`src/rtl/cram_bus_arbiter.sv`:
```
`default_nettype none
// ============================================================================
// Module   : cram_bus_arbiter
// Purpose  : Shares the single-port colour RAM between CPU (CRAMCS) accesses
//            and video pixel fetches. Video has priority; a stall counter
//            forces a starved CPU in. Optional macro CRAM_SNOW_EN selects
//            hardware "snow" emulation (CPU always wins collisions).
// Revision : 1.0 - initial release
// ============================================================================
module cram_bus_arbiter #(
  parameter int AW        = 11,
  parameter int DW        = 8,
  parameter int MAX_STALL = 4
) (
  input  logic          clk,
  input  logic          reset_n,
  input  logic          pix_ce,
  input  logic [AW-1:0] vid_addr,
  output logic [DW-1:0] vid_data,
  output logic          vid_valid,
  output logic          vid_miss,
  input  logic          cpu_cs_n,
  input  logic          cpu_rw,
  input  logic [AW-1:0] cpu_addr,
  input  logic [DW-1:0] cpu_din,
  output logic [DW-1:0] cpu_dout,
  output logic          cpu_rdy,
  output logic [AW-1:0] ram_addr,
  output logic [DW-1:0] ram_dout,
  input  logic [DW-1:0] ram_din,
  output logic          ram_we_n,
  output logic          ram_oe_n
);

  typedef enum logic [1:0] {
    C_IDLE = 2'd0,
    C_PEND = 2'd1,
    C_ACC  = 2'd2,
    C_DONE = 2'd3
  } cpu_state_t;

  cpu_state_t    r_state;
  cpu_state_t    w_state_nxt;

  logic          w_pending;
  logic          w_vid_slot;
  logic          w_cpu_slot;
  logic          w_vid_drop;
  logic          w_snow;

  logic          r_acc_rd;
  logic          r_vid_p1;
  logic          r_miss_p1;
  logic          r_snow_p1;
  logic          r_snow_wr;
  logic [DW-1:0] r_snow_wdata;

  // A pending CPU only competes for the slot while CS is still asserted.
  assign w_pending = (r_state == C_PEND) && !cpu_cs_n;

`ifdef CRAM_SNOW_EN
  assign w_cpu_slot = w_pending;
  assign w_vid_slot = pix_ce && !w_pending;
  assign w_snow     = pix_ce && w_pending;
  assign w_vid_drop = 1'b0;
`else
  localparam logic [3:0] c_max_stall = 4'(MAX_STALL);

  logic [3:0] r_stall;
  logic       w_force;

  assign w_force    = w_pending && (r_stall == c_max_stall);
  assign w_vid_slot = pix_ce && !w_force;
  assign w_cpu_slot = w_pending && !w_vid_slot;
  assign w_vid_drop = pix_ce && w_force;
  assign w_snow     = 1'b0;

  always_ff @(posedge clk or negedge reset_n) begin
    if (!reset_n) begin
      r_stall <= '0;
    end else if (w_pending && w_vid_slot) begin
      r_stall <= r_stall + 4'd1;
    end else begin
      r_stall <= '0;
    end
  end
`endif

  assign cpu_rdy = !(!cpu_cs_n && (r_state != C_DONE));

  always_comb begin
    w_state_nxt = r_state;
    case (r_state)
      C_IDLE: if (!cpu_cs_n) w_state_nxt = C_PEND;
      C_PEND: begin
        if (cpu_cs_n)        w_state_nxt = C_IDLE;
        else if (w_cpu_slot) w_state_nxt = C_ACC;
      end
      C_ACC:  w_state_nxt = C_DONE;
      C_DONE: if (cpu_cs_n) w_state_nxt = C_IDLE;
      default: w_state_nxt = C_IDLE;
    endcase
  end

  always_ff @(posedge clk or negedge reset_n) begin
    if (!reset_n) begin
      r_state <= C_IDLE;
    end else begin
      r_state <= w_state_nxt;
    end
  end

  // RAM port: one registered slot per clock.
  always_ff @(posedge clk or negedge reset_n) begin
    if (!reset_n) begin
      ram_addr <= '0;
      ram_dout <= '0;
      ram_we_n <= 1'b1;
      ram_oe_n <= 1'b1;
      r_acc_rd <= 1'b0;
    end else if (w_vid_slot) begin
      ram_addr <= vid_addr;
      ram_oe_n <= 1'b0;
      ram_we_n <= 1'b1;
    end else if (w_cpu_slot) begin
      ram_addr <= cpu_addr;
      ram_oe_n <= !cpu_rw;
      ram_we_n <= cpu_rw;
      ram_dout <= cpu_din;
      r_acc_rd <= cpu_rw;
    end else begin
      ram_oe_n <= 1'b1;
      ram_we_n <= 1'b1;
    end
  end

  always_ff @(posedge clk or negedge reset_n) begin
    if (!reset_n) begin
      cpu_dout <= '0;
    end else if ((r_state == C_ACC) && r_acc_rd) begin
      cpu_dout <= ram_din;
    end
  end

  // Video answer pipeline: slot cycle, RAM data cycle, answer.
  always_ff @(posedge clk or negedge reset_n) begin
    if (!reset_n) begin
      r_vid_p1     <= 1'b0;
      r_miss_p1    <= 1'b0;
      r_snow_p1    <= 1'b0;
      r_snow_wr    <= 1'b0;
      r_snow_wdata <= '0;
    end else begin
      r_vid_p1  <= w_vid_slot;
      r_miss_p1 <= w_vid_drop;
      r_snow_p1 <= w_snow;
      if (w_snow) begin
        r_snow_wr    <= !cpu_rw;
        r_snow_wdata <= cpu_din;
      end
    end
  end

  always_ff @(posedge clk or negedge reset_n) begin
    if (!reset_n) begin
      vid_data  <= '0;
      vid_valid <= 1'b0;
      vid_miss  <= 1'b0;
    end else begin
      vid_valid <= r_vid_p1 || r_snow_p1;
      vid_miss  <= r_miss_p1 || r_snow_p1;
      if (r_vid_p1) begin
        vid_data <= ram_din;
      end else if (r_snow_p1) begin
        // Snow: video sees whatever the CPU put on the bus.
        vid_data <= r_snow_wr ? r_snow_wdata : ram_din;
      end
    end
  end

endmodule
`default_nettype wire

```
`config.mk`:
```
export PLATFORM = sky130hd
export DESIGN_NAME = cram_bus_arbiter
export DESIGN_NICKNAME = d
export VERILOG_FILES = /design/src/rtl/cram_bus_arbiter.sv
export SDC_FILE = /design/constraint.sdc
export NUM_CORES = 1
export LEC_CHECK = 0
export ABC_AREA = 1
export CORE_MARGIN = 5
export CORE_UTILIZATION = 40
export CTS_CLUSTER_DIAMETER = 100
export CTS_CLUSTER_SIZE = 20
export DETAILED_ROUTE_END_ITERATION = 8
export GPL_ROUTABILITY_DRIVEN = 1
export GPL_TIMING_DRIVEN = 0
export PLACE_DENSITY = 0.82
export SYNTH_ARGS = -nofsm -noshare
export SYNTH_HDL_FRONTEND = slang
export SYNTH_SLANG_ARGS = --single-unit
```
`constraint.sdc`:
```
create_clock -name clk -period 1.6 [get_ports clk]
set_input_delay 0.32 -clock clk [delete_from_list [all_inputs] [get_ports clk]]
set_output_delay 0.32 -clock clk [all_outputs]
set_load 0.01 [all_outputs]
```
==> results of run 1 <==
## placed cells by master (no fill, tap or decap), types with 2 or more instances in the layout
cell,n
ha_1,2
a21oi_1,21
inv_1,36
clkbuf_8,7
o21ai_0,11
nand3_1,24
o21ai_1,7
dfstp_2,2
nor2_1,18
clkbuf_1,2
dlygate4sd2_1,2
inv_2,3
dfrtp_1,46
clkdlybuf4s50_1,78
nand2_2,2
nand2_1,42
buf_2,7
## cell type report
type / instances / area, um2
sequential: 48 / 1204
timing repair buffer: 84 / 838.3
clock inverter: 1 / 30.03
buffer: 10 / 56.30
inverter: 39 / 146.4
clock buffer: 7 / 96.34
multi-input combinational: 135 / 665.6
fill: 471 / 1951
tap: 70 / 87.58
## worst min-delay path by stage
stage	from	endpoint	slack (ns)	cells past startpoint
3_3_place_gp	r_miss_p1	vid_miss	0.33	0
4_1_cts	r_miss_p1	vid_miss	0.37	0
2_1_floorplan	reset_n	async pin	0.02	0
3_5_place_dp	reset_n	ram_dout[0]	0.25	1
6_report	r_miss_p1	vid_miss	0.36	0
5_1_grt	r_miss_p1	vid_miss	0.37	0
## power by group through the flow
stage	Clock, mW	Sequential (mW)	Combinational, mW
final	0.928	1.68	1.34
after global routing	1.03	1.72	1.48
after CTS	0.954	1.69	1.37
after detailed placement	0	1.71	1.37
after global placement	0	1.69	1.33
after floorplan	0	1.82	0.457
## logic make-up after synthesis
kind of cell / after synthesis / share of synthesized area
AO/OA/AOI/OAI: 41 / 0.1063
XOR/XNOR: 2 / 0.008456
adder cells (fa/ha/maj): 2 / 0.01208
buffers and inverters: 49 / 0.09783
flip-flops: 48 / 0.5809
AND/OR/NAND/NOR: 90 / 0.1944
## what timing repair did
item	CTS	global route
hold endpoints to repair	12	0
hold buffers	1	0
setup endpoints to repair	3	1
resized for setup	3	3
## sequential cells by signal, summed over array words and instances (netlist names), named ones only
signal	cells
vid_valid	1
ram_we_n	1
ram_dout	8
cpu_dout	8
vid_miss	1
r_vid_p1	1
r_acc_rd	1
ram_oe_n	1
ram_addr	11
r_miss_p1	1
r_stall	4
vid_data	8
r_state	1
## stage by stage
step,worst slack [ns],setup TNS [ns],cell area (um2),utilization
final,0.06483,0,3124,0.6156
after global routing,0.008481,0,3124,0.6156
after CTS,0.01005,0,3128,0.6164
after detailed placement,-0.2661,-1.191,2995,0.5902
after global placement,-1.081,-52.20,2980,0.5873
after floorplan,0.3294,0,2072,-
## per-layer routing
metal,routed length [um],up-vias,track usage
met3,346,5,0.03509
met5,0,-,0
met4,31,0,0.03654
met2,2462,56,0.2787
li1,-,905,-
met1,2047,831,0.1907
==> flow_summary.ini, run 1 <==
[logic_synthesis]
yosys_warnings = 0
synth.distinct_cells = 24
synthTopCellsByArea = dfrtp_1, nand2_1, inv_1, nand3_1, a21oi_1
synth_top_area_share = 0.5556
synthesis.instances = 232
synth-seq-cells = 48
syn_nets = 277
ys_dominant_reg_cell = dfrtp_1
synth_largest_area_cell = dfrtp_1
synth_area_per_cell_um2 = 8.931
syn_area_um2 = 2072
synth_edf_count = 0
yosysMostFrequentCell = dfrtp_1
yosysSeqAreaShare = 0.5809
synthArstFlopShare = 1.000
netlist_top_cells_count = dfrtp_1, nand2_1, inv_1

[timing]
skew_ns = 0.007945
worstMarginPinSlew_ns = 0.4319
worst_hold_slack_ns = 0.3628
report.final.slew_viol_count = 0
min_period_ns = 1.535
hold_viol_final = 0
rsz0062_at_grt = no
clock.fmax_ghz = 0.6514
setup_viol = 0
finalCritPeriodShare = 0.9595
slew_headroom = 0.7121

[power]
finalPower_mw = 3.948
pwr-share-comb = 0.339
sw_frac_of_total = 0.2913
internal_power_mw = 2.798
powerDensity_nw_per_um2 = 1264
max-vdd-ir-drop_uv = 487.2
p_clk_frac = 0.235
switchingPower_mw = 1.150
p_leak_nw = 1.456
seqPwrFrac = 0.426

[worst_setup_path]
path_class = flip-flop to output port
ff2ff_setup_slack_ns = 0.16
r2r-end = ram_dout[0]
critPathSlowestCell = clkdlybuf4s50_1
cp.depth = 1
cp.arrival_ns = 1.22
path_buf_inv = 1
start_kind = flip-flop
crit_path_end_kind = output port
path_max_fanout = 2
critical_path.startpoint = vid_data[0]
reg2reg_depth = 6
worstReg2RegStart = r_stall[0]
critPathTopFamily = buffers and inverters
critical_path.endpoint = vid_data[0]
critPathMaxStageDelay_ns = 0.56
worstPathCellList = clkdlybuf4s50_1
cp.required_ns = 1.28

[global_routing]
overflow = 0
grt_max_degree = 36
antenna_found_initial = 0
grt_pass1_wl_mm = 8.169
grt_usage = 0.1562
grt_pass1_vias = 1816

[clocking]
cts_buffers = 5
cts.sinks = 48
cts_tree = yes
clk_pin_slew_worst_paths_ns = 0.09
root_buffer = clkbuf_8
h-tree-depth = 2
clock_latency_ns = 0.29
cts_setup_buffers = 0
cts_buffer_depth = 2

[finish]
diodes = 0
synthToLayoutAreaGrowth_pct = 50.79
layout.cells.non_filler = 394
drive_gt1_frac = 0.09877
nNetsFinal = 368

[drt]
routed_wl_mm = 4.887
drt_iter0_markers = 54
num_vias = 1797
ant_nets = 0
routed_via_density = 4.561
drc = 0
first_pass_iters = 4
wl_per_cell_um = 12.40

[placement]
placed_cells = 385
hpwl_mm = 3.840
io_buffers = 82
gp_congestion = 0.7641

[hold_path]
min_path_type = flip-flop to flip-flop

[die]
start_util = 0.4083
dieArea_um2 = 6719
placementRows = 26
die_h_um = 81.97
dieWidth_um = 81.97
io_pins = 83
core_area_um2 = 5075

[run]
cap_viol_max_count = 0

[outcome]
run_status = completed
Note: power is estimated with default switching activity, not from simulation.
==> run 2, diff against run 1 <==
--- a/config.mk
+++ b/config.mk
@@ -6,6 +6,7 @@
 export NUM_CORES = 1
 export LEC_CHECK = 0
 export ABC_AREA = 1
+export ABC_CLOCK_PERIOD_IN_PS = 1600
 export CORE_MARGIN = 5
 export CORE_UTILIZATION = 40
 export CTS_CLUSTER_DIAMETER = 100
==> results of run 2 <==
The final DEF is identical to that of run 1; final timing and power are the same.
==> run 3, diff against run 2 <==
--- a/config.mk
+++ b/config.mk
@@ -13,7 +13,6 @@
 export CTS_CLUSTER_SIZE = 20
 export DETAILED_ROUTE_END_ITERATION = 8
 export GPL_ROUTABILITY_DRIVEN = 1
-export GPL_TIMING_DRIVEN = 0
 export PLACE_DENSITY = 0.82
 export SYNTH_ARGS = -nofsm -noshare
 export SYNTH_HDL_FRONTEND = slang
==> flow_summary.ini, run 3 (same netlist as run 1, synthesis figures left out) <==
[finish]
diodes = 0
fin_util = 0.6245
drive_gt1_frac = 0.1067
layout.cells.non_filler = 398
largest_reg_flops = 11
layout_common_cells = clkdlybuf4s50_1, dfrtp_1, nand2_1
regMostFlops = ram_addr
fillCellCount = 448
layout_commonest_cell = clkdlybuf4s50_1
nNetsFinal = 372
synthToLayoutAreaGrowth_pct = 52.96

[timing]
report.final.slew_viol_count = 0
min_period_ns = 1.537
clock.fmax_ghz = 0.6508
worstMarginPinSlew_ns = 0.5174
setup_viol = 0
slew_headroom = 0.6541
skew_ns = 0.004241
rsz0062_at_grt = no
finalCritPeriodShare = 0.9603
hold_viol_final = 0

[drt]
num_vias = 1852
wl_per_cell_um = 12.56
routed_via_density = 4.653
drc = 0
ant_nets = 0
drt_iter0_markers = 62
first_pass_iters = 4
routed_wl_mm = 4.997

[worst_setup_path]
critPathTopFamily = buffers and inverters
start_kind = flip-flop
path_max_fanout = 2
path_buf_inv = 1
critPathMaxStageDelay_ns = 0.56
critPathSlowestCell = clkdlybuf4s50_1
worstPathCellList = clkdlybuf4s50_1
cp.arrival_ns = 1.22
cp.required_ns = 1.28
crit_path_end_kind = output port
path_class = flip-flop to output port

[die]
io_pins = 83
dieArea_um2 = 6719
die_h_um = 81.97
placementRows = 26
core_area_um2 = 5075
start_util = 0.4083
dieWidth_um = 81.97

[global_routing]
antenna_found_initial = 0
grt_pass1_wl_mm = 8.328
grt_usage = 0.1605
overflow = 0
grt_pass1_vias = 1836
grt_max_degree = 24

[placement]
placed_cells = 388
hpwl_mm = 3.938
io_buffers = 82
gp_congestion = 0.7837

[power]
max-vdd-ir-drop_uv = 411.9
powerDensity_nw_per_um2 = 1190
p_leak_nw = 1.480

[outcome]
run_status = completed

[clocking]
cts.sinks = 48
clk_pin_slew_worst_paths_ns = 0.08
cts_buffers = 5
clock_latency_ns = 0.29
cts_tree = yes
root_buffer = clkbuf_8
cts_buffer_depth = 2
h-tree-depth = 2

[run]
cap_viol_max_count = 0

[hold_path]
min_path_type = flip-flop to flip-flop
## run 3: what timing repair did
item                                    in CTS  in global routing
endpoints found under the setup margin       3                  1
resized for setup                            3                  1
endpoints found under the hold margin       12                  0
hold buffers                                 1                  0
setup buffers                                1                  0
## run 3: power breakdown
part / internal (mW) / switching (mW)
Combinational: 0.788 / 0.629
Sequential: 1.51 / 0.162
Clock: 0.307 / 0.374
## run 3: area by class of cell
cell class | instances | area, um2 | area share
Tap cell | 70 | 87.58 | 0.02764
Clock inverter | 1 | 5.005 | 0.001579
Inverter | 39 | 146.4 | 0.04619
Sequential cell | 48 | 1204 | 0.3798
Timing Repair Buffer | 98 | 984.7 | 0.3107
Multi-Input combinational cell | 135 | 665.6 | 0.2100
Clock buffer | 7 | 76.32 | 0.02408
## run 3: routing by layer
layer	up-vias	global-route usage	wire length, um
met3	11	0.04167	400
met5	-	0	0
met2	74	0.2722	2534
met1	854	0.2001	1997
li1	913	-	-
met4	0	0.04817	65
## run 3: final timing paths
path,startpoint,end,depth (start not counted),slack [ns]
setup / recovery,vid_data[7],vid_data[7],1,0.06
hold / removal,r_miss_p1,vid_miss,0,0.36
setup reg to reg,r_stall[0],ram_addr[6],9,0.20
hold reg to reg,r_miss_p1,vid_miss,0,0.36
max in group asynchronous,reset_n,ram_addr[9],3,0.64
min in group asynchronous,reset_n,ram_dout[6],2,0.48
## run 3: metrics by stage
step | worst slack, ns | power [mW] | area, um2 | setup TNS, ns | hold slack, ns
after floorplan | 0.3294 | 2.274 | 2072 | 0 | 0.02441
after global placement | -0.1822 | 3.069 | 3074 | -0.1822 | 0.2556
after detailed placement | -0.1904 | 3.127 | 3074 | -0.2896 | 0.2603
after CTS | 0.05020 | 3.839 | 3169 | 0 | 0.3615
after global routing | 0.003731 | 4.057 | 3169 | 0 | 0.3726
final | 0.06346 | 3.772 | 3169 | 0 | 0.3580
